[config.mk]
export PLATFORM = sky130hd
export DESIGN_NAME = gpio_in_conditioner
export DESIGN_NICKNAME = d
export VERILOG_FILES = /design/src/rtl/gpio_in_conditioner.sv
export SDC_FILE = /design/constraint.sdc
export NUM_CORES = 1
export LEC_CHECK = 0
export BUFFER_PORTS_ARGS = -buffer_cell sky130_fd_sc_hd__buf_2
export CAP_MARGIN = 20
export CORE_MARGIN = 2
export CORE_UTILIZATION = 28
export CTS_CLUSTER_SIZE = 25
export DETAILED_ROUTE_END_ITERATION = 8
export GPL_TIMING_DRIVEN = 0
export PLACE_DENSITY_LB_ADDON = 0.08
export SYNTH_ARGS = -nofsm -noshare
export SYNTH_HDL_FRONTEND = slang
export SYNTH_SLANG_ARGS = --single-unit
export TNS_END_PERCENT = 50
[constraint.sdc]
create_clock -name HCLK -period 3 [get_ports HCLK]
set_input_delay 0.75 -clock HCLK [delete_from_list [all_inputs] [get_ports HCLK]]
set_output_delay 0.75 -clock HCLK [all_outputs]
set_load 0.02 [all_outputs]
[src/rtl/gpio_in_conditioner.sv]
// gpio_in_conditioner
//   Synchronizes, debounces and parity-tags a bank of raw GPIO input pins
//   for consumption by a GPIO slave.
//
//   Parameters
//     DATA_W     number of conditioned pins
//     DB_CNT     consecutive stable synchronized cycles needed to accept a
//                new pin level (1..255)
//
//   Ports
//     HCLK       system clock, all state on rising edge
//     HRESETn    asynchronous active-low reset
//     PINS       raw pin levels, asynchronous to HCLK
//     PARITYSEL  parity mode, 0 = even, 1 = odd (synchronous to HCLK)
//     GPIOIN     {parity, debounced data[DATA_W-1:0]}, registered
//     CHANGED    one-cycle strobe in the first cycle of a new data value
module gpio_in_conditioner #(
  parameter int unsigned DATA_W = 16,
  parameter int unsigned DB_CNT = 4
) (
  input  logic              HCLK,
  input  logic              HRESETn,
  input  logic [DATA_W-1:0] PINS,
  input  logic              PARITYSEL,
  output logic [DATA_W:0]   GPIOIN,
  output logic              CHANGED
);

  localparam int unsigned CNT_W = 8;
  // Terminal count: the edge at which the counter sits here and s2 still
  // differs from deb is the DB_CNT-th stable cycle.
  localparam logic [CNT_W-1:0] CNT_MAX = CNT_W'(DB_CNT - 1);

  logic [DATA_W-1:0]            s1_q, s1_d;
  logic [DATA_W-1:0]            s2_q, s2_d;
  logic [DATA_W-1:0]            deb_q, deb_d;
  logic [DATA_W-1:0][CNT_W-1:0] cnt_q, cnt_d;
  logic                         par_q, par_d;
  logic                         changed_q, changed_d;

  // Two-flop synchronizer for the asynchronous pin inputs.
  always_comb begin
    s1_d = PINS;
    s2_d = s1_q;
  end

  // Per-bit stability counter; a bit that returns to its debounced level
  // clears only its own counter, so the counter can never pass CNT_MAX.
  always_comb begin
    deb_d = deb_q;
    cnt_d = cnt_q;
    for (int unsigned i = 0; i < DATA_W; i++) begin
      if (s2_q[i] == deb_q[i]) begin
        cnt_d[i] = '0;
      end else if (cnt_q[i] == CNT_MAX) begin
        deb_d[i] = s2_q[i];
        cnt_d[i] = '0;
      end else begin
        cnt_d[i] = cnt_q[i] + CNT_W'(1);
      end
    end
  end

  // Parity and change strobe are taken from the next debounced value so
  // they land on the same edge as the data bits.
  always_comb begin
    par_d     = (^deb_d) ^ PARITYSEL;
    changed_d = (deb_d != deb_q);
  end

  always_ff @(posedge HCLK or negedge HRESETn) begin
    if (!HRESETn) begin
      s1_q      <= '0;
      s2_q      <= '0;
      deb_q     <= '0;
      cnt_q     <= '0;
      par_q     <= 1'b0;
      changed_q <= 1'b0;
    end else begin
      s1_q      <= s1_d;
      s2_q      <= s2_d;
      deb_q     <= deb_d;
      cnt_q     <= cnt_d;
      par_q     <= par_d;
      changed_q <= changed_d;
    end
  end

  assign GPIOIN  = {par_q, deb_q};
  assign CHANGED = changed_q;

endmodule

==> results of run 1 <==
==> layout make-up <==
type	instances	share of cell area
repair buffers	37	0.0248
multi-input cells	471	0.351
clock buffers	21	0.0537
flip-flops and latches	178	0.508
well taps	341	0.0487
inverters	2	0.000856
plain buffers	1	0.000856
clock inverters	11	0.0120
==> power groups by stage <==
| stage | Combinational (mW) | Clock, mW | Sequential (mW) |
|---|---|---|---|
| after CTS | 2.32 | 2.28 | 3.18 |
| final | 2.27 | 2.17 | 3.18 |
| after detailed placement | 2.30 | 0 | 3.23 |
| after global placement | 2.31 | 0 | 3.23 |
| after floorplan | 1.50 | 0 | 3.28 |
| after global routing | 2.55 | 2.40 | 3.25 |
==> registers in the layout, summed over array words and instances (netlist names) <==
signal   cells
CHANGED      1
cnt_q      128
deb_q       16
par_q        1
s1_q        16
s2_q        16
==> cell families (layout without fill, tap and decap cells) <==
family / Yosys count / count (layout) / synth area share
simple gates: 314 / 314 / 0.203
xor+xnor: 123 / 123 / 0.152
mux: 16 / 16 / 0.0244
fa+ha+maj: 16 / 16 / 0.0265
buf+inv: 3 / 72 / 0.00199
compound gates: 2 / 2 / 0.00215
flops: 178 / 178 / 0.590
==> synthesized netlist by cell type, drive strengths merged <==
cell type	n	area [sq um]
o21ai	1	5.00
nand3	86	430
and2	3	18.8
mux2	16	184
nand2	22	82.6
and4	1	8.76
ha	16	200
xnor3	4	90.1
o2111a	1	11.3
and3	44	278
xnor2	26	228
xor2	92	806
dfrtp	178	4450
and4b	2	20.0
nor4	13	93.8
xor3	1	23.8
nor3	3	15.0
nand4	11	68.8
inv	2	7.51
nor4b	3	41.3
buf	1	7.51
nor2	126	473
==> cell usage in the layout, fill, tap and decap left out, types with 2 or more instances in the layout <==
cell type	count
dfrtp_1	178
nor2_1	126
xor2_1	92
nand3_1	86
and3_1	42
buf_2	35
xnor2_1	26
nand2_1	22
clkbuf_16	17
ha_1	16
mux2_2	15
nor4_1	11
nand4_1	11
xnor3_1	4
clkinvlp_4	4
nor3_1	3
and2_1	3
clkinv_4	3
clkbuf_8	3
nor4b_1	2
nor4_2	2
and3_2	2
inv_1	2
and4b_1	2
clkinv_2	2
==> routing by layer <==
metal  vias up  part of all wire  GRT usage
met5         -                 0          0
met3        15             0.033     0.0301
met1      2358              0.50      0.148
met4         0             0.017     0.0394
li1       2332                 -          -
met2        64              0.45      0.167
==> metrics by stage <==
| step | cell area, sq um | setup slack, ns |
|---|---|---|
| 2_1_floorplan | 7550 | 0.594 |
| 3_3_place_gp | 8150 | -1.88 |
| 3_5_place_dp | 8190 | 0.204 |
| 4_1_cts | 8770 | 0.184 |
| 5_1_grt | 8770 | 0.0586 |
| 6_report | 8770 | 0.259 |
==> path summary, 6_finish.rpt <==
check	cells past startpoint	endpoint	start	slack [ns]
min reg2reg	0	s2_q[9]$_DFF_PN0_	s1_q[9]$_DFF_PN0_	0.35
max reg2reg	7	par_q$_DFF_PN0_	cnt_q[115]$_DFF_PN0_	0.26
min in group HCLK	0	s2_q[9]$_DFF_PN0_	s1_q[9]$_DFF_PN0_	0.35
min	1	cnt_q[124]$_DFF_PN0_	HRESETn	0.30
max in group asynchronous	2	cnt_q[0]$_DFF_PN0_	HRESETn	1.80
max	7	par_q$_DFF_PN0_	cnt_q[115]$_DFF_PN0_	0.26
==> summary.md, run 1 <==
| Metric | Value |
|---|---|
| Top delay family on crit path | XOR/XNOR gates |
| Gate Count Post-Synth | 652 |
| Die footprint | 28300 sq um |
| Hold crit path type | in -> async |
| I/O pins | 37 |
| Final setup viols | 0 |
| H-tree depth | 4 |
| Post-CTS Hold Fix Bufs | 0 |
| DIE WIDTH | 168 um |
| Total of max-cap violations | 0 |
| Sequential power share | 0.418 |
| Fraction of layout cells with a size suffix above 1 | 0.125 |
| Clock network power share | 0.285 |
| Pwr dens | 868 nW/um^2 |
| Cell Area, Synth | 7550 sq um |
| Worst IR drop on VDD | 443 uV |
| Via count | 4769 |
| Footprint of the multi-input gates | 3080 sq um |
| Vias per cell | 4.49 |
| Core area | 26700 sq um |
| Row Count | 60 |
| Hold WS | 0.300 ns |
| Initial Utilization | 0.282 |
| Drt pass-1 iters | 4 |
| P&R area growth vs syn | 16.2% |
| Pleak | 4.10 nW |
| Switching portion of total power | 0.336 |
| Library cells used by synthesis | 26 |
| Syn nets | 687 |
| Initial antenna violation count | 0 |
| Root Driver | clkbuf_16 |
| Max-slew violation total from the final report | 0 |
| Comb power frac | 0.298 |
| Crit path capture type | register |
| P_sw | 2.56 mW |
| Required time of the critical path | 3.28 ns |
| Routed len/inst | 13.2 um |
| Fin crit share | 0.914 |
| Number of DRC markers in iteration 0 | 252 |
| Max frequency | 365 MHz |
| Routability Congestion | 0.770 |
| Cell mode on critical path | xnor3_1 |
| Final setup TNS | 0 ns |
| Overflow after GRT | 0 |
| Area occupied by registers | 4450 sq um |
| Number of clock sinks | 178 |
| Outcome | complete, no violations |
| Vias in the first global route | 4919 |
| Crit path arrival time | 3.02 ns |
| # DRC | 0 |
| Inst Count DP | 1030 |
| Global-route wire length before repair | 24500 um |
| Largest net degree at the start of global routing | 92 |
| # resized after CTS | 0 |
| Fin cells | 1062 |
| Number of setup buffers added after CTS | 0 |
| Worst slew pin tran | 0.708 ns |
| Fillers | 2699 |
| Crit path kind | reg -> reg |
| IO Port Bufs | 36 |
| Crit-path cells | nor4_2, nand3_1, mux2_4, xor2_1, xor3_1, xnor3_1, xnor3_1 |
| Relative slew margins | 0.528 |
| Seq cells post-synth | 178 |
| Mapped Avg Cell Area | 11.6 sq um |
| Pwr Total | 7.61 mW |
| Antenna Cells | 0 |
| Syn. warnings | 0 |
| Max Buffers Root-to-Sink | 2 |
| Final WL | 14100 um |
| CP max-delay cell | xnor3_1 |
| Layout Utilization | 0.328 |
| Total track usage | 0.109 |
| CTS tree | yes |
| Clk Latency, worst-skew pair | 0.42 ns |
| Shortest period the worst path allows | 2.74 ns |
| Seq/Total Area, Yosys | 0.590 |
| Fin nets | 743 |
| Layout Skew | 0.00881 ns |
| Crit start category | register |
| Crit path buffers/inverters | 0 |
| Number of buffers created by CTS | 17 |
| Slowest stage delay, CP | 0.44 ns |
| Final HPWL DP | 9480 um |
| CP max FO | 4 |
| Final hold vios | 0 |
| RSZ-0062 raised after global routing | false |
| Cell Int Power | 5.05 mW |
| Die height | 168 um |
| Clock-pin slew on the worst setup and hold paths | 0.07 ns |
| ANT nets after route | 0 |
(Power assumes the default switching activity.)
==> run 2, diff against run 1 <==
--- a/config.mk
+++ b/config.mk
@@ -5,12 +5,12 @@
 export SDC_FILE = /design/constraint.sdc
 export NUM_CORES = 1
 export LEC_CHECK = 0
-export BUFFER_PORTS_ARGS = -buffer_cell sky130_fd_sc_hd__buf_2
 export CAP_MARGIN = 20
 export CORE_MARGIN = 2
 export CORE_UTILIZATION = 28
 export CTS_CLUSTER_SIZE = 25
 export DETAILED_ROUTE_END_ITERATION = 8
+export DONT_BUFFER_PORTS = 1
 export GPL_TIMING_DRIVEN = 0
 export PLACE_DENSITY_LB_ADDON = 0.08
 export SYNTH_ARGS = -nofsm -noshare
==> summary.md, run 2 (synthesized netlist as in run 1, its figures left out) <==
| Metric | Value |
|---|---|
| # DRC | 0 |
| Die footprint | 28300 sq um |
| Row Count | 60 |
| Fraction of layout cells with a size suffix above 1 | 0.0823 |
| Initial antenna violation count | 0 |
| Initial Utilization | 0.282 |
| Largest register FFs | 128 |
| Vias per cell | 4.52 |
| Required time of the critical path | 3.30 ns |
| Crit path kind | reg -> reg |
| Antenna Cells | 0 |
| Number of clock sinks | 178 |
| I/O pins | 37 |
| Placement Cell Area | 7970 sq um |
| Layout Skew | 0.0112 ns |
| Root Driver | clkbuf_16 |
| Relative slew margins | 0.467 |
| Hold crit path type | in -> async |
| Area occupied by registers | 4450 sq um |
| Worst IR drop on VDD | 578 uV |
| Final setup viols | 0 |
| Number of DRC markers in iteration 0 | 247 |
| Max-slew violation total from the final report | 0 |
| CP max FO | 4 |
| Drt pass-1 iters | 4 |
| Crit path capture type | register |
| H-tree depth | 4 |
| IO Port Bufs | 0 |
| # resized after CTS | 0 |
| Pleak | 3.99 nW |
| CTS tree | yes |
| Largest net degree at the start of global routing | 83 |
| Core area | 26700 sq um |
| Max Buffers Root-to-Sink | 2 |
| Number of setup buffers added after CTS | 0 |
| Inst Count DP | 993 |
| Final WL | 15000 um |
| Final HPWL DP | 9240 um |
| Footprint of the multi-input gates | 3080 sq um |
| Vias in the first global route | 4788 |
| Via count | 4672 |
| Global-route wire length before repair | 25000 um |
| Final hold vios | 0 |
| Die height | 168 um |
| Max frequency | 370 MHz |
| P&R area growth vs syn | 14.7% |
| Fillers | 2692 |
| Routed len/inst | 14.5 um |
| Number of buffers created by CTS | 17 |
| DIE WIDTH | 168 um |
| Routability Congestion | 0.780 |
| Layout Utilization | 0.324 |
| Fin cells | 1034 |
| Clk Latency, worst-skew pair | 0.43 ns |
| Most frequent cells in the layout | dfrtp_1 (178), nor2_1 (126), xor2_1 (92), nand3_1 (86), and3_1 (42) |
| Largest register by flop count | cnt_q |
| Pwr dens | 853 nW/um^2 |
| Clock-pin slew on the worst setup and hold paths | 0.07 ns |
| Total track usage | 0.113 |
| Fin nets | 715 |
| Post-route cell area | 8650 sq um |
| Crit start category | register |
| Shortest period the worst path allows | 2.70 ns |
| RSZ-0062 raised after global routing | false |
| Pwr Total | 7.38 mW |
| Fin crit share | 0.900 |
| Outcome | complete, no violations |
| Final setup TNS | 0 ns |
| Overflow after GRT | 0 |
| Total of max-cap violations | 0 |
| Worst slew pin tran | 0.797 ns |
| ANT nets after route | 0 |
| Crit path arrival time | 3.00 ns |
| Commonest non-fill, non-tap cell in the layout | dfrtp_1 |
## run 2: changes by cell type in the layout (fill, tap and decap cells not counted), sizes merged
cell	before	now
dlygate4sd3	0	6
bufinv	1	0
clkinvlp	4	3
buf	38	4
clkinv	5	4
clkbuf	21	19
inv	3	8
## run 2: area by class of cell
class / count / share of cell area
Tap cell: 341 / 0.0493
Clock buffer: 19 / 0.0523
Timing Repair Buffer: 9 / 0.0147
Inverter: 2 / 0.000868
Buffer: 1 / 0.000868
Sequential cell: 178 / 0.515
Clock inverter: 13 / 0.0114
Multi-Input combinational cell: 471 / 0.356
## run 2: repair_timing
| action | 4_1_cts | 5_1_grt |
|---|---|---|
| hold buffers | 6 | 2 |
| hold endpoints to repair | 38 | 10 |
| endpoints found under the setup margin | 0 | 0 |
## run 2: metrics by stage
step / worst slack (ns) / hold WS (ns)
5_1_grt: 0.107 / 0.00304
4_1_cts: 0.218 / 0.0000304
6_report: 0.299 / 0.0336
3_3_place_gp: 0.248 / 0.332
2_1_floorplan: 0.594 / 0.331
3_5_place_dp: 0.232 / 0.335
## run 2: final timing paths
| check | startpoint | to | slack (ns) | cells after the start |
|---|---|---|---|---|
| worst max-delay path | cnt_q[115]$_DFF_PN0_ | par_q$_DFF_PN0_ | 0.30 | 7 |
| worst min-delay path | HRESETn | cnt_q[28]$_DFF_PN0_ | 0.03 | 0 |
| worst max register to register | cnt_q[115]$_DFF_PN0_ | par_q$_DFF_PN0_ | 0.30 | 7 |
| worst min register to register | s1_q[14]$_DFF_PN0_ | s2_q[14]$_DFF_PN0_ | 0.35 | 0 |
| max in group asynchronous | HRESETn | cnt_q[93]$_DFF_PN0_ | 1.64 | 1 |
| min in group HCLK | PINS[4] | s1_q[4]$_DFF_PN0_ | 0.34 | 0 |
## run 2: per-layer routing
| layer | routed length [um] | track usage |
|---|---|---|
| met1 | 7370 | 0.152 |
| met4 | 170 | 0.0337 |
| met2 | 6810 | 0.176 |
| met3 | 655 | 0.0348 |
| met5 | 0 | 0 |
## run 2: report_power, final
part	switching (mW)	leakage [nW]	internal, mW	total (mW)
Clock	0.977	0.267	1.12	2.09
Sequential	0.558	2.34	2.80	3.35
Combinational	0.976	1.38	0.955	1.93
## run 2: worst max-delay path: stages (launching register included)
cell     delay [ns]
dfrtp_1        0.42
nor4_2         0.32
nand3_1        0.19
mux2_4         0.34
xor2_1         0.27
xor3_1         0.27
xnor3_1        0.37
xnor3_1        0.38
